## src/rtl/lms_adapt_filt_ntap.sv

```systemverilog
`default_nettype none
// ============================================================================
// Module      : lms_adapt_filt_ntap
// Description : N-tap LMS adaptive FIR filter. One multiplier is time-shared
//               between the filter MAC and the coefficient update, so samples
//               are taken through a valid/ready handshake.
// Revision    : 1.0 - initial release
// ----------------------------------------------------------------------------
// Ports
//   clk           in   rising-edge clock
//   rst           in   synchronous active-high reset
//   in_valid      in   xin/din valid
//   in_ready      out  block can accept a sample (IDLE and not in reset)
//   xin           in   XW-bit signed input sample
//   din           in   DW-bit signed desired sample
//   adapt_en      in   latched at acceptance; 0 freezes weights for that sample
//   coef_wr_en    in   coefficient preload strobe (IDLE only, no coincident accept)
//   coef_wr_addr  in   tap index for preload
//   coef_wr_data  in   WW-bit signed Q1.(WW-1) coefficient
//   out_valid     out  one-cycle pulse, filt_out/errr valid
//   filt_out      out  DW-bit signed filter output y
//   errr          out  DW-bit signed error e = d - y
// Configuration macro
//   LMS_SIGN_ERR_EN : when defined, weights adapt with the sign of the error
//                     (multiplier-free update); otherwise standard LMS.
// ============================================================================
module lms_adapt_filt_ntap #(
  parameter int TAPS     = 4,
  parameter int XW       = 8,
  parameter int DW       = 10,
  parameter int WW       = 16,
  parameter int MU_SHIFT = 8
) (
  input  logic                      clk,
  input  logic                      rst,
  input  logic                      in_valid,
  output logic                      in_ready,
  input  logic signed [XW-1:0]      xin,
  input  logic signed [DW-1:0]      din,
  input  logic                      adapt_en,
  input  logic                      coef_wr_en,
  input  logic [$clog2(TAPS)-1:0]   coef_wr_addr,
  input  logic signed [WW-1:0]      coef_wr_data,
  output logic                      out_valid,
  output logic signed [DW-1:0]      filt_out,
  output logic signed [DW-1:0]      errr
);

  localparam int IW = $clog2(TAPS);
  localparam int AW = XW + WW + IW;           // accumulator, cannot overflow
  localparam int MW = (WW > DW) ? WW : DW;    // shared multiplier A operand
  localparam int PW = MW + XW;                // shared multiplier product
  localparam int SW = PW + 1;                 // coefficient update sum

  localparam logic [1:0] S_IDLE   = 2'd0;
  localparam logic [1:0] S_MAC    = 2'd1;
  localparam logic [1:0] S_OUT    = 2'd2;
  localparam logic [1:0] S_UPDATE = 2'd3;

  localparam logic [IW-1:0] IDX_LAST = IW'(TAPS - 1);
  localparam logic [IW:0]   TAPS_C   = (IW + 1)'(TAPS);

  localparam logic signed [AW-1:0] Y_MAX = {{(AW-DW+1){1'b0}}, {(DW-1){1'b1}}};
  localparam logic signed [AW-1:0] Y_MIN = {{(AW-DW+1){1'b1}}, {(DW-1){1'b0}}};
  localparam logic signed [DW-1:0] E_MAX = {1'b0, {(DW-1){1'b1}}};
  localparam logic signed [DW-1:0] E_MIN = {1'b1, {(DW-1){1'b0}}};
  localparam logic signed [SW-1:0] W_MAX = {{(SW-WW+1){1'b0}}, {(WW-1){1'b1}}};
  localparam logic signed [SW-1:0] W_MIN = {{(SW-WW+1){1'b1}}, {(WW-1){1'b0}}};

  logic [1:0]              state_q, state_d;
  logic signed [XW-1:0]    x_q [TAPS];
  logic signed [XW-1:0]    x_d [TAPS];
  logic signed [WW-1:0]    h_q [TAPS];
  logic signed [WW-1:0]    h_d [TAPS];
  logic signed [AW-1:0]    acc_q, acc_d;
  logic [IW-1:0]           idx_q, idx_d;
  logic signed [DW-1:0]    din_q, din_d;
  logic                    adapt_q, adapt_d;
  logic signed [DW-1:0]    filt_out_q, filt_out_d;
  logic signed [DW-1:0]    errr_q, errr_d;
  logic                    out_valid_q, out_valid_d;

  logic                    accept;
  logic signed [MW-1:0]    mul_a;
  logic signed [XW-1:0]    mul_b;
  logic signed [PW-1:0]    mul_p;
  logic signed [AW-1:0]    y_full;
  logic signed [DW-1:0]    y_sat;
  logic signed [DW:0]      e_diff;
  logic signed [DW-1:0]    e_sat;
  logic signed [SW-1:0]    step;
  logic signed [SW-1:0]    upd_sum;
  logic signed [WW-1:0]    h_new;
`ifdef LMS_SIGN_ERR_EN
  logic signed [WW:0]      x_aligned;
`endif

  // --------------------------------------------------------------------------
  // State and datapath registers
  // --------------------------------------------------------------------------
  always_ff @(posedge clk) begin
    if (rst) begin
      state_q     <= S_IDLE;
      x_q         <= '{default: '0};
      h_q         <= '{default: '0};
      acc_q       <= '0;
      idx_q       <= '0;
      din_q       <= '0;
      adapt_q     <= 1'b0;
      filt_out_q  <= '0;
      errr_q      <= '0;
      out_valid_q <= 1'b0;
    end else begin
      state_q     <= state_d;
      x_q         <= x_d;
      h_q         <= h_d;
      acc_q       <= acc_d;
      idx_q       <= idx_d;
      din_q       <= din_d;
      adapt_q     <= adapt_d;
      filt_out_q  <= filt_out_d;
      errr_q      <= errr_d;
      out_valid_q <= out_valid_d;
    end
  end

  // --------------------------------------------------------------------------
  // Next-state logic
  // --------------------------------------------------------------------------
  always_comb begin
    state_d = state_q;
    case (state_q)
      S_IDLE:   if (accept) state_d = S_MAC;
      S_MAC:    if (idx_q == IDX_LAST) state_d = S_OUT;
      S_OUT:    state_d = adapt_q ? S_UPDATE : S_IDLE;
      S_UPDATE: if (idx_q == IDX_LAST) state_d = S_IDLE;
      default:  state_d = S_IDLE;
    endcase
  end

  // --------------------------------------------------------------------------
  // Datapath and outputs
  // --------------------------------------------------------------------------
  always_comb begin
    in_ready  = (state_q == S_IDLE) && !rst;
    accept    = in_valid && in_ready;
    out_valid = out_valid_q;
    filt_out  = filt_out_q;
    errr      = errr_q;

    // Shared multiplier: h*x while filtering, e*x while adapting.
    mul_b = x_q[idx_q];
`ifdef LMS_SIGN_ERR_EN
    mul_a = MW'(h_q[idx_q]);
`else
    mul_a = (state_q == S_UPDATE) ? MW'(errr_q) : MW'(h_q[idx_q]);
`endif
    mul_p = PW'(mul_a) * PW'(mul_b);

    // Output: floor-shift back to sample scale, then clamp.
    y_full = acc_q >>> (WW - 1);
    if (y_full > Y_MAX)      y_sat = Y_MAX[DW-1:0];
    else if (y_full < Y_MIN) y_sat = Y_MIN[DW-1:0];
    else                     y_sat = y_full[DW-1:0];

    // One guard bit is enough for d - y; overflow shows as top bits differing.
    e_diff = (DW + 1)'(din_q) - (DW + 1)'(y_sat);
    if (e_diff[DW] != e_diff[DW-1]) e_sat = e_diff[DW] ? E_MIN : E_MAX;
    else                            e_sat = e_diff[DW-1:0];

    // Coefficient update step for tap idx_q, based on the registered error.
`ifdef LMS_SIGN_ERR_EN
    x_aligned = (WW + 1)'(x_q[idx_q]) <<< (WW - XW);
    if (errr_q == '0)   step = '0;
    else if (errr_q[DW-1]) step = (-SW'(x_aligned)) >>> MU_SHIFT;
    else                step = SW'(x_aligned) >>> MU_SHIFT;
`else
    step = SW'(mul_p) >>> MU_SHIFT;
`endif
    upd_sum = SW'(h_q[idx_q]) + step;
    if (upd_sum > W_MAX)      h_new = W_MAX[WW-1:0];
    else if (upd_sum < W_MIN) h_new = W_MIN[WW-1:0];
    else                      h_new = upd_sum[WW-1:0];

    x_d         = x_q;
    h_d         = h_q;
    acc_d       = acc_q;
    idx_d       = idx_q;
    din_d       = din_q;
    adapt_d     = adapt_q;
    filt_out_d  = filt_out_q;
    errr_d      = errr_q;
    out_valid_d = 1'b0;

    case (state_q)
      S_IDLE: begin
        if (accept) begin
          x_d[0] = xin;
          for (int k = 1; k < TAPS; k++) x_d[k] = x_q[k-1];
          din_d   = din;
          adapt_d = adapt_en;
          acc_d   = '0;
          idx_d   = '0;
        end else if (coef_wr_en && ({1'b0, coef_wr_addr} < TAPS_C)) begin
          // A write colliding with an acceptance is dropped (else branch).
          h_d[coef_wr_addr] = coef_wr_data;
        end
      end
      S_MAC: begin
        acc_d = acc_q + AW'(mul_p);
        idx_d = (idx_q == IDX_LAST) ? '0 : idx_q + IW'(1);
      end
      S_OUT: begin
        filt_out_d  = y_sat;
        errr_d      = e_sat;
        out_valid_d = 1'b1;
        idx_d       = '0;
      end
      S_UPDATE: begin
        h_d[idx_q] = h_new;
        idx_d      = (idx_q == IDX_LAST) ? '0 : idx_q + IW'(1);
      end
      default: ;
    endcase
  end

endmodule
`default_nettype wire

```

## config.mk

```make
export PLATFORM = sky130hd
export DESIGN_NAME = lms_adapt_filt_ntap
export DESIGN_NICKNAME = d
export VERILOG_FILES = /design/src/rtl/lms_adapt_filt_ntap.sv
export SDC_FILE = /design/constraint.sdc
export NUM_CORES = 1
export LEC_CHECK = 0
export ABC_AREA = 1
export BUFFER_PORTS_ARGS = -buffer_cell sky130_fd_sc_hd__buf_4
export CORE_UTILIZATION = 60
export DETAILED_ROUTE_END_ITERATION = 16
export PLACE_DENSITY_LB_ADDON = 0.1
export SLEW_MARGIN = 20
export SYNTH_ARGS = -nofsm -noshare
export SYNTH_HDL_FRONTEND = slang
export SYNTH_SLANG_ARGS = --single-unit
```

## constraint.sdc

```tcl
create_clock -name clk -period 9.85 [get_ports clk]
set_input_delay 0.4925 -clock clk [delete_from_list [all_inputs] [get_ports clk]]
set_output_delay 0.4925 -clock clk [all_outputs]
set_load 0.005 [all_outputs]
```

==> out/results.ini <==
[status]
outcome = completed

[detailed_routing]
wirelength_um = 43500
drc = 0
num_vias = 14300
drt_iter0_drc = 1458
post_drt_wl_per_cell_um = 17.7
drt.antenna.violating_nets = 0
via_per_inst = 5.82
firstDrtPassIters = 6

[timing]
setup_viol = 0
worst_slew_pin_slew_ps = 1040
drv_slew = 0
slew_headroom = 0.305
hold_viol_final = 0
clock_skew_ps = 22.7
rsz0062_at_grt = false
min_period_over_period = 0.913
fin_setup_tns_ps = 0
fmax_mhz = 111
finalCriticalPeriod_ps = 8990

[die]
io_pins = 63
start_util = 0.615
core_um2 = 23600
die_w_um = 158
rows = 56
die_y_um = 158
die-area_um2 = 24800

[synthesis]
synth_seq_cells = 158
yosys-top-cells-area = dfxtp_1 (22%), fa_1 (15%), nand2_1 (11%)
synth-edff-count = 0
synthMuxAreaShare = 0.000689
synthAdderAreaFrac = 0.232
async_reset_ff_frac = 0
ys_seq_area_frac = 0.218
synth-xor-area-share = 0.0223
syn-cell-area_um2 = 14500
synth_largest_area_cell = dfxtp_1
syn_area_per_cell_um2 = 6.92
synth.distinct_cells = 50
synth_top_area_share = 0.218
synth_nets = 2348
synth_ff_type = dfxtp_1
synth-simple-area-share = 0.219
synth_compound_area_frac = 0.201
ys_warn_count = 0
synthCells = 2101
synth_top_family_by_area = adder cells

[placed_design]
hpwlAfterDp_um = 31900
port_buffers = 62
gp_congestion = 0.955

[worst_hold_path]
hold_path_class = input pin to register
whs_path_depth = 3

[clocking]
clk_pin_slew_ps = 80
clockBufferDepth = 2
cts_resized = 0
cts_tree = built
hold_buffers = 0
post_cts_buffers = 0
cts.sinks = 158
numCtsBuffers = 17
root_buffer = clkbuf_16
clk_latency_ps = 440
h-tree-depth = 4

[grt]
grt_pass1_vias = 13300
antenna_found_initial = 0
grt-ovfl-total = 0
grt_max_degree = 127
grt_usage = 0.359
grt_pass1_wl_um = 68700

[final_layout]
final-seq-area_um2 = 3160
drive_above_1_share = 0.0713
multi_input_area_um2 = 9800
fill_cells = 2150
nets = 2367
diodes = 0
area_growth_syn_to_layout_pct = 8.39

[setup_path]
crit_path_frequent_cell = nand2_1
critPathSlowestCell = inv_2
worst-endpoint-arrival_ps = 9330
reg2reg_depth = 32
critPathMaxStageDelay_ps = 660
end_kind = register
crit_type = register to register
ff2ff_setup_slack_ps = 860
crit_path_max_fanout = 47
cp-start-kind = register
cp_data_required_time_ps = 10190

[job]
maxCapViolCount = 0

## final timing paths
kind,startpoint,end
worst max-delay path,idx_q[0],h_q[24]
worst min-delay path,din[4],din_q[4]
worst max register to register,idx_q[0],h_q[24]
worst min register to register,x_q[11],x_q[3]
## cells by family after synthesis
group / after synthesis
fa+ha+maj: 206
flops: 158
simple gates: 773
mux: 1
buf+inv: 389
compound gates: 537
xor+xnor: 37
## area by class of cell
class	instances	area share
clock buffers	17	0.0270
flip-flops and latches	158	0.201
clock inverters	15	0.0102
multi-input cells	1554	0.623
repair buffers	84	0.0403
inverters	305	0.0737
well taps	319	0.0253
## critical path: cells and delay by family, from the launching register on
family / cells / cell delay [ps]
compound gates: 6 / 1540
xor+xnor: 1 / 430
fa+ha+maj: 6 / 2740
buf+inv: 4 / 1060
flops: 1 / 460
simple gates: 15 / 2600
## sequential cells by signal (all words and copies together) (netlist names)
signal     cells
acc_q         26
state_q        2
out_valid      1
adapt_q        1
errr          10
filt_out      10
din_q         10
idx_q          2
x_q           32
h_q           64
## cells in the mapped netlist (5+ instances only)
library cell  number
a32oi_1            7
inv_1            294
or2_2              7
fa_1             106
buf_2             12
o21ai_1           44
a31oi_1           51
clkbuf_1          60
o21bai_1           8
dfxtp_1          158
inv_2              5
o21ai_0          143
nand2_1          415
nor3_1             8
nor2_1           216
nand3_1           92
o211ai_1           9
xnor2_1           17
ha_1             100
a21oi_1          236
buf_6             10
xor2_1            20
a21o_1            14
nand4_1            7
o22ai_1           15
## metrics by stage
step           std cells  setup slack [ps]  utilization  cell area, µm²  hold slack [ps]
2_1_floorplan       2101              3170            -           14500              435
3_3_place_gp        2420              1260        0.642           15200              452
3_5_place_dp        2420              1230        0.642           15200              461
4_1_cts             2452              1190        0.667           15700              249
5_1_grt             2452               533        0.667           15700              257
6_report            2452               861        0.667           15700              252
## layer usage
layer,share of wire,wire (µm),track usage
met2,0.44,19000,0.559
met4,0.037,1620,0.147
met1,0.43,18900,0.496
met3,0.092,4000,0.0545
met5,0,0,0
## layout by cell type, fill, tap and decap left out, drive strengths merged, types with 10 or more instances in the layout
cell type,netlist,routed
a31oi,51,51
o21ai,188,188
fa,106,106
o22ai,15,15
nand2,421,421
nand3,93,93
xnor2,17,17
nor3,10,10
a21o,14,14
clkbuf,60,17
nor2,221,221
inv,302,312
or2,11,11
buf,24,84
dfxtp,158,158
xor2,20,20
a21oi,239,239
ha,100,100
Power is not shown: default switching activity piles up to over one toggle a cycle in this logic, so the estimate is an artifact.
